<file path="config.mk">
export PLATFORM = sky130hd
export DESIGN_NAME = riscv_muldiv_unit
export DESIGN_NICKNAME = d
export VERILOG_FILES = /design/src/rtl/riscv_muldiv_unit.sv
export SDC_FILE = /design/constraint.sdc
export NUM_CORES = 2
export LEC_CHECK = 0
export ABC_CLOCK_PERIOD_IN_PS = 4300
export CAP_MARGIN = 20
export CORE_MARGIN = 2
export CORE_UTILIZATION = 40
export DETAILED_ROUTE_END_ITERATION = 7
export GPL_TIMING_DRIVEN = 0
export PLACE_DENSITY = 0.61
export SYNTH_ARGS = -nofsm -noshare
export SYNTH_HDL_FRONTEND = slang
export SYNTH_SLANG_ARGS = --single-unit
</file>
<file path="constraint.sdc">
create_clock -name clk -period 4.3 [get_ports clk]
set_clock_uncertainty 0.1 [all_clocks]
set_input_delay 0.645 -clock clk [delete_from_list [all_inputs] [get_ports clk]]
set_output_delay 0.645 -clock clk [all_outputs]
set_load 0.05 [all_outputs]
</file>
<file path="src/rtl/riscv_muldiv_unit.sv">
// Iterative RV64M multiply/divide unit: shift-add multiply and restoring divide on operand
// magnitudes, sign fix-up at FIN. Optional macro MULDIV_EARLY_OUT_EN skips RUN for trivial ops.
module riscv_muldiv_unit #(
  parameter int XLEN       = 64,
  parameter int REG_ADDR_W = 5
) (
  input  logic                  clk,
  input  logic                  reset,
  input  logic                  start,
  input  logic [2:0]            op,
  input  logic [XLEN-1:0]       rs1,
  input  logic [XLEN-1:0]       rs2,
  input  logic [REG_ADDR_W-1:0] rd_in,
  input  logic                  flush,
  output logic                  busy,
  output logic                  done,
  output logic [XLEN-1:0]       result,
  output logic [REG_ADDR_W-1:0] rd_out,
  output logic                  stall_req
);
  localparam int CW = $clog2(XLEN);
  localparam logic [XLEN-1:0] MIN_NEG = {1'b1, {(XLEN-1){1'b0}}};

  typedef enum logic [1:0] {IDLE, RUN, FIN} state_t;
  state_t state, state_nxt;

  logic [2:0]            op_q;
  logic [REG_ADDR_W-1:0] rd_q;
  logic                  sa, sb, div0, ovf, mzero;
  logic [XLEN-1:0]       mag_a, mag_b;
  logic [2*XLEN-1:0]     prod;
  logic [CW-1:0]         cnt;

  logic                  accept;
  logic                  sa_n, sb_n, div0_n, ovf_n, zero_n;
  logic [XLEN-1:0]       mag_a_n, mag_b_n;

  assign accept = (state == IDLE) & start & ~flush;

  // Operand decode: sign flags only for the signed interpretations of each op.
  always_comb begin
    sa_n    = rs1[XLEN-1] & (op inside {3'd0, 3'd1, 3'd2, 3'd4, 3'd6});
    sb_n    = rs2[XLEN-1] & (op inside {3'd0, 3'd1, 3'd4, 3'd6});
    mag_a_n = sa_n ? -rs1 : rs1;
    mag_b_n = sb_n ? -rs2 : rs2;
    div0_n  = op[2] & (rs2 == '0);
    ovf_n   = op[2] & ~op[0] & (rs1 == MIN_NEG) & (rs2 == '1);
    zero_n  = ~op[2] & ((rs1 == '0) | (rs2 == '0));
  end

  // One iteration: hi half is accumulator / partial remainder, lo half multiplier / quotient.
  logic [XLEN-1:0]   hi, lo;
  logic [XLEN:0]     msum, shl, diff;
  logic [2*XLEN-1:0] prod_step;

  always_comb begin
    hi   = prod[2*XLEN-1:XLEN];
    lo   = prod[XLEN-1:0];
    msum = {1'b0, hi} + (lo[0] ? {1'b0, mag_a} : {(XLEN+1){1'b0}});
    shl  = {hi, lo[XLEN-1]};
    diff = shl - {1'b0, mag_b};
    if (op_q[2])
      prod_step = diff[XLEN] ? {shl[XLEN-1:0], lo[XLEN-2:0], 1'b0}
                             : {diff[XLEN-1:0], lo[XLEN-2:0], 1'b1};
    else
      prod_step = {msum, lo[XLEN-1:1]};
  end

  // Sign fix-up and special-case overrides; early-out paths never touch prod, so overrides
  // must not depend on it.
  logic [2*XLEN-1:0] pn;
  logic [XLEN-1:0]   q_fin, r_fin, res_fin;

  always_comb begin
    pn    = (sa ^ sb) ? -prod : prod;
    q_fin = (sa ^ sb) ? -lo : lo;
    r_fin = sa ? -hi : hi;
    if (div0) begin
      q_fin = '1;
      r_fin = sa ? -mag_a : mag_a;
    end else if (ovf) begin
      q_fin = MIN_NEG;
      r_fin = '0;
    end
    if (mzero) pn = '0;
    case (op_q)
      3'd0:          res_fin = pn[XLEN-1:0];
      3'd1, 3'd2,
      3'd3:          res_fin = pn[2*XLEN-1:XLEN];
      3'd4, 3'd5:    res_fin = q_fin;
      default:       res_fin = r_fin;
    endcase
  end

  always_ff @(posedge clk) begin
    if (!reset) state <= IDLE;
    else        state <= state_nxt;
  end

  always_comb begin
    state_nxt = state;
    case (state)
      IDLE: if (accept) begin
`ifdef MULDIV_EARLY_OUT_EN
        state_nxt = (div0_n | ovf_n | zero_n) ? FIN : RUN;
`else
        state_nxt = RUN;
`endif
      end
      RUN:  if (flush) state_nxt = IDLE;
            else if (cnt == '0) state_nxt = FIN;
      FIN:  state_nxt = IDLE;
      default: state_nxt = IDLE;
    endcase
  end

  always_comb begin
    busy      = (state == RUN);
    stall_req = accept | (state == RUN);
  end

  always_ff @(posedge clk) begin
    if (!reset) begin
      op_q   <= '0;
      rd_q   <= '0;
      sa     <= 1'b0;
      sb     <= 1'b0;
      div0   <= 1'b0;
      ovf    <= 1'b0;
      mzero  <= 1'b0;
      mag_a  <= '0;
      mag_b  <= '0;
      prod   <= '0;
      cnt    <= '0;
      done   <= 1'b0;
      result <= '0;
      rd_out <= '0;
    end else begin
      done <= 1'b0;
      if (accept) begin
        op_q  <= op;
        rd_q  <= rd_in;
        sa    <= sa_n;
        sb    <= sb_n;
        div0  <= div0_n;
        ovf   <= ovf_n;
        mzero <= zero_n;
        mag_a <= mag_a_n;
        mag_b <= mag_b_n;
        prod  <= op[2] ? {{XLEN{1'b0}}, mag_a_n} : {{XLEN{1'b0}}, mag_b_n};
        cnt   <= CW'(XLEN-1);
      end else if (state == RUN && !flush) begin
        prod <= prod_step;
        cnt  <= cnt - 1'b1;
      end else if (state == FIN && !flush) begin
        result <= res_fin;
        rd_out <= rd_q;
        done   <= 1'b1;
      end
    end
  end
endmodule

</file>
==> run_results.csv <==
group,metric,value,unit
global_route,track_usage,44.8,%
critical_path,arrival,4700,ps
timing,tightest_slew,1220,ps
critical_path,r2r_setup_slack,-50,ps
floorplanning,core_area,80800,um^2
synth,ys_ff_latch,347,
synth,async_flop_share,0,%
critical_path,crit_chain,"inv_1 > ha_1 > nor3b_2 > nand4_1 > or2_1 > nor2_2 > and2_1 > nand2_1 > o31ai_1 > xnor2_1 > a221oi_2 > o31ai_1",
synth,syn-num-nets,4804,
critical_path,cp-end-kind,"flop",
clock_tree,root_buffer,"clkbuf_16",
pwr,ir_drop,0.000300,V
critical_path,crit_fanout,8,
timing,max_freq,230,MHz
clock_tree,worstSkewPairLatency,630,ps
run,cap_violations,0,
timing,rsz0062_at_grt,"yes",
global_route,overflow,0,
hold_path,hold_path_end,"result[42]",
critical_path,crit_path_max_incr_delay,470,ps
routing,vias,39102,
place,gp_congestion,1.13,
synth,avgSynthCellArea,7.24,um^2
critical_path,rr_startpoint,"prod[65]",
routing,drt-initial-drc-count,6216,
routing,vias_per_cell,6.65,
final_layout,drive_gt1_share,5.21,%
clock_tree,clk_pin_slew,60,ps
clock_tree,clk_path_buf_depth,3,
critical_path,r2r_end,"result[48]",
place,dp_hpwl,161000,um
place,io_buffers,209,
floorplanning,die_x,290,um
run_status,violations,"negative setup slack",
routing,routedWlPerCell,33.6,um
clock_tree,cts_tree,"built",
final_layout,final_nets,5066,
hold_path,min_from,"result[42]",
synth,seq_area_frac_synth,21.2,%
floorplanning,pin_count,212,
run_status,status,"finished, violations left",
synth,synth_area,32800,um^2
timing,fin_setup_tns,-113,ps
synth,synth_cell_types,83,
critical_path,critPathKind,"flop to flop",
pwr,p_leak,0.0156,uW
hold_path,min_path_type,"flop to flop",
timing,min_period,4350,ps
final_layout,syn_to_final_growth,17.3,%
critical_path,worst-path-buf-inv,1,
clock_tree,cts.htree.levels,2,
timing,report.final.hold_viol_count,0,
timing,relSlewSlack,18.6,%
routing,drc,0,
critical_path,worst_setup_path_start_kind,"flop",
global_route,grt_max_degree,14,
timing,finalSetupViolCount,4,
timing,min_period_over_period,101,%
final_layout,num-fill-cells,8383,
clock_tree,cts-buffers-inserted,43,
floorplanning,die-area,84300,um^2
floorplanning,num_rows,104,
timing,fin_ws,-49.9,ps
synth,ys.flop_type,"dfxtp_1",
critical_path,crit_top_cell,"o31ai_1",
clock_tree,holdBufCountCts,0,
routing,ant_nets,0,
global_route,grt_pass1_wl,272000,um
final_layout,most-common-layout-cells,"540 x nand2_1, 357 x nor2_1, 339 x dfxtp_1, 334 x a21oi_1, 318 x xnor2_1",
final_layout,final_common_cell,"nand2_1",
synth,synth_enable_flop_cells,0,
floorplanning,start_util,40.6,%
routing,wl,197000,um
critical_path,crit_start,"prod[65]",
place,dpl_worst_slack,-1510,ps
synth,ys_warn_count,0,
critical_path,reg2regPathDepth,12,
global_route,grt_pass1_vias,35925,
synth,syn_inst,4526,
clock_tree,clock-sinks,347,
critical_path,path_delay_family,"simple AND/OR/NAND/NOR gates",
critical_path,cp.required,4650,ps
critical_path,cp_slowest_cell,"a221oi_2",
floorplanning,die_h,290,um
routing,firstDrtPassIters,8,
global_route,antenna_found_initial,4,
pwr,power.density,286,nW/um^2
hold_path,min_path_cells,1,
timing,drv_slew,0,
==> worst max-delay path by stage <==
stage                       endpoint  slack [ps]  depth (start not counted)
after global routing      result[50]        -120                         12
after floorplan            prod[121]         630                         16
final                     result[48]         -50                         12
after detailed placement    prod[89]       -1510                         16
after global placement      prod[89]       -1510                         16
after CTS                  prod[121]           2                         16
==> through the flow <==
step                      util (%)  instances  area, um^2  hold WS (ps)  total power (uW)
final                         47.6       5880       38500           361             11000
after global routing          47.6       5879       38400           384             11200
after CTS                     47.1       5875       38100           360             10700
after detailed placement      44.9       5800       36300           344              6700
after global placement        44.8       5795       36200           342              6700
after floorplan                  -       4526       32800           334              5330
==> layout make-up <==
class / instances / area (um^2) / area share (%)
timing repair buffer: 223 / 2230 / 5.79
tap: 1060 / 1330 / 3.45
inverter: 127 / 477 / 1.24
sequential: 347 / 6960 / 18.1
antenna: 1 / 2.50 / 0.00651
buffer: 353 / 1430 / 3.71
clock buffer: 56 / 1240 / 3.21
multi-input combinational: 3693 / 24500 / 63.7
clock inverter: 20 / 322 / 0.836
==> kinds of logic (layout without fill, tap and decap cells) <==
| group | Yosys count | count (layout) | synth area share (%) |
|---|---|---|---|
| fa+ha+maj | 138 | 138 | 5.31 |
| simple gates | 1529 | 1529 | 22.2 |
| buf+inv | 486 | 779 | 5.63 |
| other cells | 0 | 1 | 0 |
| compound gates | 1446 | 1446 | 29.7 |
| flops | 347 | 347 | 21.2 |
| mux | 99 | 99 | 3.06 |
| xor+xnor | 481 | 481 | 12.8 |
==> where the power goes <==
group	switching, uW	internal (uW)	total [uW]
Clock	1630	2460	4090
Combinational	2190	1010	3210
Sequential	324	3370	3690
Total	4150	6840	11000
==> cells in the mapped netlist (25+ instances only) <==
master	instances	area share [%]
a211oi_1	46	1.1
dfxtp_1	347	21
clkbuf_1	317	3.6
nor2_1	362	4.1
o41ai_1	25	0.67
mux2i_1	89	2.7
o21ai_0	294	4.5
o211ai_1	42	0.96
ha_1	136	5.2
o31ai_1	96	2.2
a21o_1	72	1.6
or4_1	33	0.76
o221ai_1	36	0.96
nand2b_1	35	0.67
inv_1	126	1.4
xor2_1	159	4.2
a21boi_0	50	1.1
a21oi_1	340	5.2
and2_1	88	1.7
o21a_1	32	0.73
nand4_1	59	1.1
nor4_1	54	1.0
nand2_1	541	6.2
xnor2_1	322	8.6
a31oi_1	42	0.80
or3_1	45	0.86
buf_1	26	0.30
a221oi_1	95	2.5
o211a_1	105	3.2
a22oi_1	40	0.92
nor3_1	120	1.8
nand3_1	82	1.3
==> flip-flops by register name, summed over array words and instances (netlist names), 2 cells and up <==
register / count
cnt: 6
mag_a: 64
mag_b: 64
op_q: 3
prod: 128
rd_out: 5
rd_q: 5
result: 64
state: 2
==> timing repair <==
item,in CTS,in global routing
pin swaps,6,10
gates resized for setup,57,89
setup buffers,3,6
endpoints found under the setup margin,90,102
==> per-layer routing <==
layer / up-vias / global-route usage, % / routed length (um)
met3: 591 / 12.5 / 24400
li1: 16980 / - / -
met4: 0 / 30.7 / 16500
met5: - / 0 / 0
met2: 2844 / 63.6 / 78400
met1: 18687 / 58.5 / 78200
Note: power is estimated with default switching activity, not from simulation.
